===== src/rtl/sipo_pkg.sv =====
// Shared types and constants for the SIPO capture sequencer.
// The PAR state is only reachable when SIPO_CAPTURE_CTRL_PARITY_EN is defined.
package sipo_pkg;

    localparam int WIDTH_DEF = 5;

    typedef enum logic [1:0] {
        IDLE  = 2'd0,
        SHIFT = 2'd1,
        HOLD  = 2'd2,
        PAR   = 2'd3
    } state_e;

    // Bits needed to count 0..width inclusive, i.e. clog2(width+1).
    function automatic int cnt_w(input int width);
        int r;
        r = 0;
        for (int v = width; v > 0; v = v >> 1) r++;
        return r;
    endfunction

endpackage


===== src/rtl/sipo_capture_ctrl_if.sv =====
// Handshake and data bundle between the serial source/parallel consumer and the
// capture sequencer; parity_err exists only with SIPO_CAPTURE_CTRL_PARITY_EN.
interface sipo_capture_ctrl_if
    import sipo_pkg::*;
#(
    parameter int WIDTH = WIDTH_DEF
) ();

    // Handshake: a word transfers on a clock edge where word_valid and
    // out_ready are both high; while word_valid is high without out_ready,
    // word (and parity_err) are held stable and word_valid does not drop.
    logic             start;
    logic             sdi;
    logic             out_ready;
    logic [WIDTH-1:0] word;
    logic             word_valid;
    logic             busy;
    logic             start_drop;
`ifdef SIPO_CAPTURE_CTRL_PARITY_EN
    logic             parity_err;
`endif
    state_e           dbg_state;

    modport master (
        output start, sdi, out_ready,
`ifdef SIPO_CAPTURE_CTRL_PARITY_EN
        input  parity_err,
`endif
        input  word, word_valid, busy, start_drop, dbg_state
    );

    modport slave (
        input  start, sdi, out_ready,
`ifdef SIPO_CAPTURE_CTRL_PARITY_EN
        output parity_err,
`endif
        output word, word_valid, busy, start_drop, dbg_state
    );

endinterface


===== src/rtl/sipo_shift_en.sv =====
// WIDTH-bit serial-in/parallel-out register with shift enable; new bits enter
// at the MSB and move toward bit 0, so the first bit received ends in bit 0.
module sipo_shift_en
    import sipo_pkg::*;
#(
    parameter int WIDTH = WIDTH_DEF
) (
    input  logic             clk,
    input  logic             reset,
    input  logic             shift_en,
    input  logic             sdi,
    output logic [WIDTH-1:0] q
);

    logic [WIDTH-1:0] sr_q;
    logic [WIDTH-1:0] sr_d;

    always_comb begin
        sr_d = sr_q;
        if (shift_en) sr_d = {sdi, sr_q[WIDTH-1:1]};
    end

    always_ff @(posedge clk or negedge reset) begin
        if (!reset) sr_q <= '0;
        else        sr_q <= sr_d;
    end

    assign q = sr_q;

endmodule


===== src/rtl/sipo_capture_ctrl.sv =====
// Sequencer that clocks exactly WIDTH serial bits into a SIPO and offers the
// result on a valid/ready handshake. Optional parity: SIPO_CAPTURE_CTRL_PARITY_EN.
module sipo_capture_ctrl
    import sipo_pkg::*;
#(
    parameter int WIDTH = WIDTH_DEF
) (
    input  logic                clk,
    input  logic                reset,
    sipo_capture_ctrl_if.slave  bus
);

    localparam int               CNT_W = cnt_w(WIDTH);
    localparam logic [CNT_W-1:0] LAST  = CNT_W'(WIDTH - 1);

    state_e           state_q, state_d;
    logic [CNT_W-1:0] cnt_q, cnt_d;
    logic             drop_q, drop_d;
    logic             shift_en;
    logic [WIDTH-1:0] sr_word;
`ifdef SIPO_CAPTURE_CTRL_PARITY_EN
    logic             perr_q, perr_d;
`endif

    sipo_shift_en #(.WIDTH(WIDTH)) u_sr (
        .clk      (clk),
        .reset    (reset),
        .shift_en (shift_en),
        .sdi      (bus.sdi),
        .q        (sr_word)
    );

    always_comb begin
        state_d  = state_q;
        cnt_d    = cnt_q;
        drop_d   = drop_q;
        shift_en = 1'b0;
`ifdef SIPO_CAPTURE_CTRL_PARITY_EN
        perr_d   = perr_q;
`endif
        case (state_q)
            IDLE: begin
                if (bus.start) begin
                    state_d = SHIFT;
                    cnt_d   = '0;
                end
            end
            SHIFT: begin
                shift_en = 1'b1;
                cnt_d    = cnt_q + CNT_W'(1);
                if (bus.start) drop_d = 1'b1;
                if (cnt_q == LAST) begin
`ifdef SIPO_CAPTURE_CTRL_PARITY_EN
                    state_d = PAR;
`else
                    state_d = HOLD;
`endif
                end
            end
`ifdef SIPO_CAPTURE_CTRL_PARITY_EN
            PAR: begin
                // Even parity: data bits plus parity bit must XOR to zero.
                perr_d  = (^sr_word) ^ bus.sdi;
                state_d = HOLD;
                if (bus.start) drop_d = 1'b1;
            end
`endif
            HOLD: begin
                if (bus.out_ready) begin
`ifdef SIPO_CAPTURE_CTRL_PARITY_EN
                    perr_d = 1'b0;
`endif
                    if (bus.start) begin
                        state_d = SHIFT;
                        cnt_d   = '0;
                    end else begin
                        state_d = IDLE;
                    end
                end else if (bus.start) begin
                    drop_d = 1'b1;
                end
            end
            default: state_d = IDLE;
        endcase
    end

    always_ff @(posedge clk or negedge reset) begin
        if (!reset) begin
            state_q <= IDLE;
            cnt_q   <= '0;
            drop_q  <= 1'b0;
        end else begin
            state_q <= state_d;
            cnt_q   <= cnt_d;
            drop_q  <= drop_d;
        end
    end

`ifdef SIPO_CAPTURE_CTRL_PARITY_EN
    always_ff @(posedge clk or negedge reset) begin
        if (!reset) perr_q <= 1'b0;
        else        perr_q <= perr_d;
    end
    assign bus.parity_err = perr_q;
`endif

    // The SIPO only moves in SHIFT, so its contents are the frozen word in HOLD.
    assign bus.word       = sr_word;
    assign bus.word_valid = (state_q == HOLD);
    assign bus.busy       = (state_q == SHIFT) || (state_q == PAR);
    assign bus.start_drop = drop_q;
    assign bus.dbg_state  = state_q;

endmodule


===== src/flat_wrapper.sv =====
// flat-port wrapper written by rule: the top's interface ports become plain ports
module sipo_capture_ctrl_flat import sipo_pkg::*;
#(
    parameter int WIDTH = WIDTH_DEF
)
  (clk, reset, bus_start, bus_sdi, bus_out_ready, bus_word, bus_word_valid, bus_busy, bus_start_drop, bus_dbg_state);
  sipo_capture_ctrl_if #(.WIDTH(WIDTH)) bus_i ();
  input  logic clk;
  input  logic reset;
  input wire logic [$bits(bus_i.start)-1:0] bus_start;
  input wire logic [$bits(bus_i.sdi)-1:0] bus_sdi;
  input wire logic [$bits(bus_i.out_ready)-1:0] bus_out_ready;
  output wire logic [$bits(bus_i.word)-1:0] bus_word;
  output wire logic [$bits(bus_i.word_valid)-1:0] bus_word_valid;
  output wire logic [$bits(bus_i.busy)-1:0] bus_busy;
  output wire logic [$bits(bus_i.start_drop)-1:0] bus_start_drop;
  output wire logic [$bits(bus_i.dbg_state)-1:0] bus_dbg_state;
  assign bus_i.start = bus_start;
  assign bus_i.sdi = bus_sdi;
  assign bus_i.out_ready = bus_out_ready;
  assign bus_word = bus_i.word;
  assign bus_word_valid = bus_i.word_valid;
  assign bus_busy = bus_i.busy;
  assign bus_start_drop = bus_i.start_drop;
  assign bus_dbg_state = bus_i.dbg_state;
  sipo_capture_ctrl #(.WIDTH(WIDTH)) u_core (.clk(clk), .reset(reset), .bus(bus_i));
endmodule

===== config.mk =====
export PLATFORM = sky130hd
export DESIGN_NAME = sipo_capture_ctrl_flat
export DESIGN_NICKNAME = d
export VERILOG_FILES = /design/src/rtl/sipo_pkg.sv /design/src/rtl/sipo_capture_ctrl_if.sv /design/src/rtl/sipo_shift_en.sv /design/src/rtl/sipo_capture_ctrl.sv /design/src/flat_wrapper.sv
export SDC_FILE = /design/constraint.sdc
export NUM_CORES = 1
export LEC_CHECK = 0
export CELL_PAD_IN_SITES_DETAIL_PLACEMENT = 1
export CELL_PAD_IN_SITES_GLOBAL_PLACEMENT = 2
export CORE_ASPECT_RATIO = 1.2
export CORE_MARGIN = 4
export CORE_UTILIZATION = 27
export DETAILED_ROUTE_END_ITERATION = 8
export GPL_ROUTABILITY_DRIVEN = 0
export PLACE_DENSITY_LB_ADDON = 0.08
export SETUP_SLACK_MARGIN = 0.15
export SYNTH_ARGS = -nofsm -noshare
export SYNTH_HDL_FRONTEND = slang
export SYNTH_HIERARCHICAL = 1
export SYNTH_SLANG_ARGS = --single-unit

===== constraint.sdc =====
create_clock -name clk -period 1.9 [get_ports clk]
set_clock_uncertainty 0.2 [all_clocks]
set_input_delay 0.38 -clock clk [delete_from_list [all_inputs] [get_ports clk]]
set_output_delay 0.38 -clock clk [all_outputs]
set_load 0.005 [all_outputs]

# Word level (Yosys, flattened, before mapping)
# Index checks and enable logic that the tools add are counted.
dict set report word_totals {
  register_bits 11
  inputBits 5
  output_inout_bits 10
  wordCells 32
}
dict set report op_classes {
  addsub 1
  n_eq_ne 8
  mux 12
  reduce_logical 7
}
# cell n
set ops {}
lappend ops {{3-bit case mux with 3 select lines} 1}
lappend ops {{2-bit 2-to-1 mux} 3}
lappend ops {{3-bit 2-to-1 mux} 2}
lappend ops {{2-bit != test (second input constant)} 3}
lappend ops {{2-bit case mux with 3 select lines} 1}
lappend ops {{2-bit == test (second input constant)} 2}
lappend ops {{1-bit 2-to-1 mux} 4}
lappend ops {{2-bit AND reduction} 2}
lappend ops {{3-bit by 1-bit adder with 3-bit output (second input constant)} 1}
lappend ops {{3-bit == test (second input constant)} 1}
lappend ops {{3-bit AND reduction} 1}
lappend ops {{3-bit nonzero test} 1}
lappend ops {{2-bit by 1-bit == test with 1-bit output (second input constant)} 1}
lappend ops {{2-bit logical NOT} 1}
lappend ops {{2-bit by 1-bit != test with 1-bit output (second input constant)} 1}
lappend ops {{1-bit case mux with 2 select lines} 1}
lappend ops {{2-bit nonzero test} 1}
lappend ops {{1-bit logical OR} 1}

# Depth between registers and ports, before layout
dict set report logic_depth {
  word_depth 3
  depth_mapped 4
  mapped_depth_nobuf 4
}

# By module
# The synthesis kept the hierarchy.
# module n_inst cells_each area_per_inst_um2 seq_area_each_um2
set modules_own_cells {}
lappend modules_own_cells {sipo_capture_ctrl 1 32 329.1 150.1}
lappend modules_own_cells {sipo_shift_en 1 10 181.4 125.1}

# Least setup slack after synthesis
# No wires, ideal clock.
dict set report synth_timing {
  path_type {flip-flop to flip-flop}
  from {register u_core.cnt_q[0]}
  to {register u_core.cnt_q[1]}
  setup_ps 121
  t_arrival_ps 1156
  required_time_ps 1579
  slack_ps 423
  path_stages_with_launch 5
  path_buffers 0
  period_less_slack_ps 1477
  path_cell_list {dfrtp_1 -> inv_1 -> ha_1 -> mux2_2 -> a22o_1}
}
dict set report synth_via {
  elab_chain_len 2
}
# item line_no
set synth_rtl {}
lappend synth_rtl {{start: declaration} sipo_capture_ctrl.sv:17} ;# logic [CNT_W-1:0] cnt_q, cnt_d;
lappend synth_rtl {{start signal: assignment} sipo_capture_ctrl.sv:94} ;# cnt_q <= cnt_d;
lappend synth_rtl {{3-bit by 1-bit adder with 3-bit output} sipo_capture_ctrl.sv:50} ;# cnt_d = cnt_q + CNT_W'(1);
lappend synth_rtl {{3-bit case mux with 3 select lines} sipo_capture_ctrl.sv:41} ;# case (state_q)
# Every way passes these cells.
# A chain may end at the register's enable or synchronous reset.

# Worst setup path in the final report
dict set report layout_timing {
  from {register u_core.u_sr.sr_q[4], in the netlist u_core/u_sr/q[4]}
  to {output port bus_word[4]}
}
# item line_no
set layout_rtl {}
lappend layout_rtl {{start: declaration} sipo_shift_en.sv:15} ;# logic [WIDTH-1:0] sr_q;
lappend layout_rtl {{start signal: assignment} sipo_shift_en.sv:25} ;# else sr_q <= sr_d;
lappend layout_rtl {{end: declaration} flat_wrapper.sv:13} ;# output wire logic [$bits(bus_i.word)-1:0] bus_word;
# No word-level cell between the ends.

==> flow_summary.json <==
{
  "grt_pass1_wl_um": 2070,
  "core_um2": 1700,
  "finalSetupViolCount": 0,
  "period_minus_slack_ns": 1.71,
  "synthXorXnorAreaFrac_pct": 1.72,
  "clk_latency_ns": 0.26,
  "relSlewSlack_pct": 67.1,
  "synthesis.area_um2": 510,
  "place_hpwl_um": 959,
  "fp.dieW_um": 47.7,
  "drc": 0,
  "path_class": "reg -> out",
  "synth_cell_types": 18,
  "worst-path-buf-inv": 1,
  "ys_ff_latch": 11,
  "areaGrowthSynthToFinish_pct": 47.3,
  "worst_hold_path_type": "in -> async",
  "yosys.area.top_type_share_pct": 53.9,
  "ant_nets": 0,
  "port_buffers": 14,
  "syn_avg_cell_area_um2": 12.2,
  "r2r-start": "u_core/bus.dbg_state[1]",
  "nFillCells": 184,
  "power_frac_clock_pct": 12.7,
  "antenna_found_initial": 0,
  "num_vias": 392,
  "setup_tns_ns": 0,
  "synth_fa_ha_area_share_pct": 4.90,
  "synthSimpleGateAreaFrac_pct": 7.84,
  "end_kind": "output port",
  "grt_overflow_total": 0,
  "worstPathMaxFanout": 2,
  "ys_top_cells_by_area": "dfrtp_1 54%, mux2_2 13%, ha_1 4.9%",
  "drive_above_1_share_pct": 30.8,
  "fin_cells": 83,
  "wirelength_um": 1290,
  "placedCellCount": 73,
  "synthMuxAreaShare_pct": 13.2,
  "clkTransAtPathRegs_ns": 0.07,
  "power.switching_mw": 0.413,
  "fmax_ghz": 0.586,
  "cts_root_buffer": "clkbuf_4",
  "cp_slowest_stage_delay_ns": 0.51,
  "cpLargestDelayFamily": "buffers and inverters",
  "swShare_pct": 33.5,
  "cp-startpoint": "u_core/u_sr/q[4]",
  "die-area_um2": 2650,
  "path_cells": "clkdlybuf4s50_1",
  "hold_viol": 0,
  "cap_violations": 0,
  "ir_drop_uv": 651,
  "seqCellArea_um2": 277,
  "diodes": 0,
  "row_count": 16,
  "synth-compound-area-share_pct": 12.5,
  "drt_iter0_drc": 3,
  "power.leakage_nw": 0.376,
  "track_usage_pct": 10.6,
  "start_kind": "flop",
  "power.share.sequential_pct": 34.0,
  "status": "finished, final reports clean",
  "synth_top_family_by_area": "multiplexers",
  "cts_tree": "done",
  "worstMarginPinSlew_ns": 0.492,
  "cp_data_required_time_ns": 1.32,
  "rsz0062_at_grt": "no",
  "multiInputGateArea_um2": 205,
  "die_y_um": 55.6,
  "post-route-util_pct": 44.2,
  "synth_warnings": 6,
  "wire_per_inst_um": 15.5,
  "fin_nets": 73,
  "grt_pass1_vias": 464,
  "drv_slew": 0,
  "start_util_pct": 30.0,
  "cts_buffer_depth": 2,
  "pwr-share-comb_pct": 53.3,
  "yosys.area.top_type": "dfrtp_1",
  "syn_inst": 42,
  "cts_made_buffers": 3,
  "arrival_ns": 1.13,
  "critPathSlowestCell": "clkdlybuf4s50_1",
  "internal_power_mw": 0.819,
  "ys_seq_area_share_pct": 53.9,
  "grt_max_degree": 12,
  "min_period_over_period_pct": 89.7,
  "p_per_area_nw_per_um2": 1640,
  "vias_per_cell": 4.72,
  "holdBufCountCts": 0,
  "ios": 15,
  "cts_sinks": 11,
  "h-tree-depth": 1,
  "synth_fp_nets": 49,
  "dr.pass1.iters": 2
}
registers in the layout, indices dropped and copies added (netlist names):
signal                 flops
u_core/cnt_q               3
u_core/u_sr/q              5
u_core/bus.start_drop      1
u_core/bus.dbg_state       2
what timing repair did:
item                                    CTS  global route
buffers inserted                          4             2
endpoints found under the setup margin    5            12
gates resized for setup                   3             8
metal layers:
metal	wire [um]	vias to the layer above	track usage, %
met5	0	-	0
met4	0	0	3.46
met3	50	0	2.27
met2	764	6	19.1
met1	471	198	11.4
li1	-	188	-
power by group through the flow:
stage          clock [mW]  combinational, mW  sequential (mW)
2_1_floorplan           0              0.332            0.421
3_3_place_gp            0              0.550            0.429
3_5_place_dp            0              0.572            0.444
4_1_cts             0.167              0.636            0.423
5_1_grt             0.180              0.731            0.431
6_report            0.156              0.657            0.419
metrics by stage:
stage | total power, mW | area (um2) | setup WS, ns | hold slack (ns)
4_1_cts | 1.22 | 721 | 0.108 | 0.268
3_3_place_gp | 0.979 | 666 | 0.180 | 0.241
2_1_floorplan | 0.753 | 510 | 0.423 | -0.116
6_report | 1.23 | 752 | 0.195 | 0.249
5_1_grt | 1.34 | 752 | 0.152 | 0.279
3_5_place_dp | 1.02 | 666 | 0.152 | 0.266
kinds of logic after synthesis:
kind of cell,Yosys count
flops,11
compound gates,9
simple gates,7
fa+ha+maj,2
xor+xnor,1
buf+inv,6
mux,6
layout by cell type (no fill, tap or decap), types with 3 or more instances in the layout:
| master | synthesis | routed |
|---|---|---|
| buf_4 | 0 | 7 |
| clkdlybuf4s50_1 | 0 | 7 |
| mux2_2 | 6 | 6 |
| inv_1 | 4 | 3 |
| dlymetal6s2s_1 | 0 | 5 |
| nand2_1 | 3 | 3 |
| clkbuf_4 | 0 | 3 |
| dfrtp_1 | 11 | 10 |
area by class of cell:
class,instances,share of cell area (%)
multi-input combinational,25,27.3
sequential,11,36.8
clock buffer,4,3.49
inverter,4,2.33
timing repair buffer,21,27.1
tap,18,3.00
Yosys cell counts:
| master | number |
|---|---|
| buf_6 | 1 |
| nand2b_2 | 2 |
| nor3b_1 | 1 |
| o21ai_0 | 2 |
| dfrtp_1 | 11 |
| nand2_1 | 3 |
| ha_1 | 2 |
| o22ai_1 | 1 |
| o2bb2ai_1 | 1 |
| mux2_2 | 6 |
| a21o_1 | 1 |
| xnor2_1 | 1 |
| clkbuf_1 | 1 |
| inv_1 | 4 |
| a22o_1 | 2 |
| a21oi_1 | 1 |
| nor2_1 | 1 |
| a211o_1 | 1 |
final timing paths:
check / cells past startpoint / to / slack, ns
max: 1 / bus_word[4] / 0.19
min: 1 / u_core/cnt_q[1] / 0.25
max reg2reg: 5 / u_core/u_sr/q[1] / 0.22
min reg2reg: 1 / u_core/bus.start_drop / 0.28
max in group asynchronous: 1 / u_core/bus.dbg_state[1] / 0.89
min in group clk: 1 / u_core/bus.start_drop / 0.28
(Power assumes the default switching activity.)
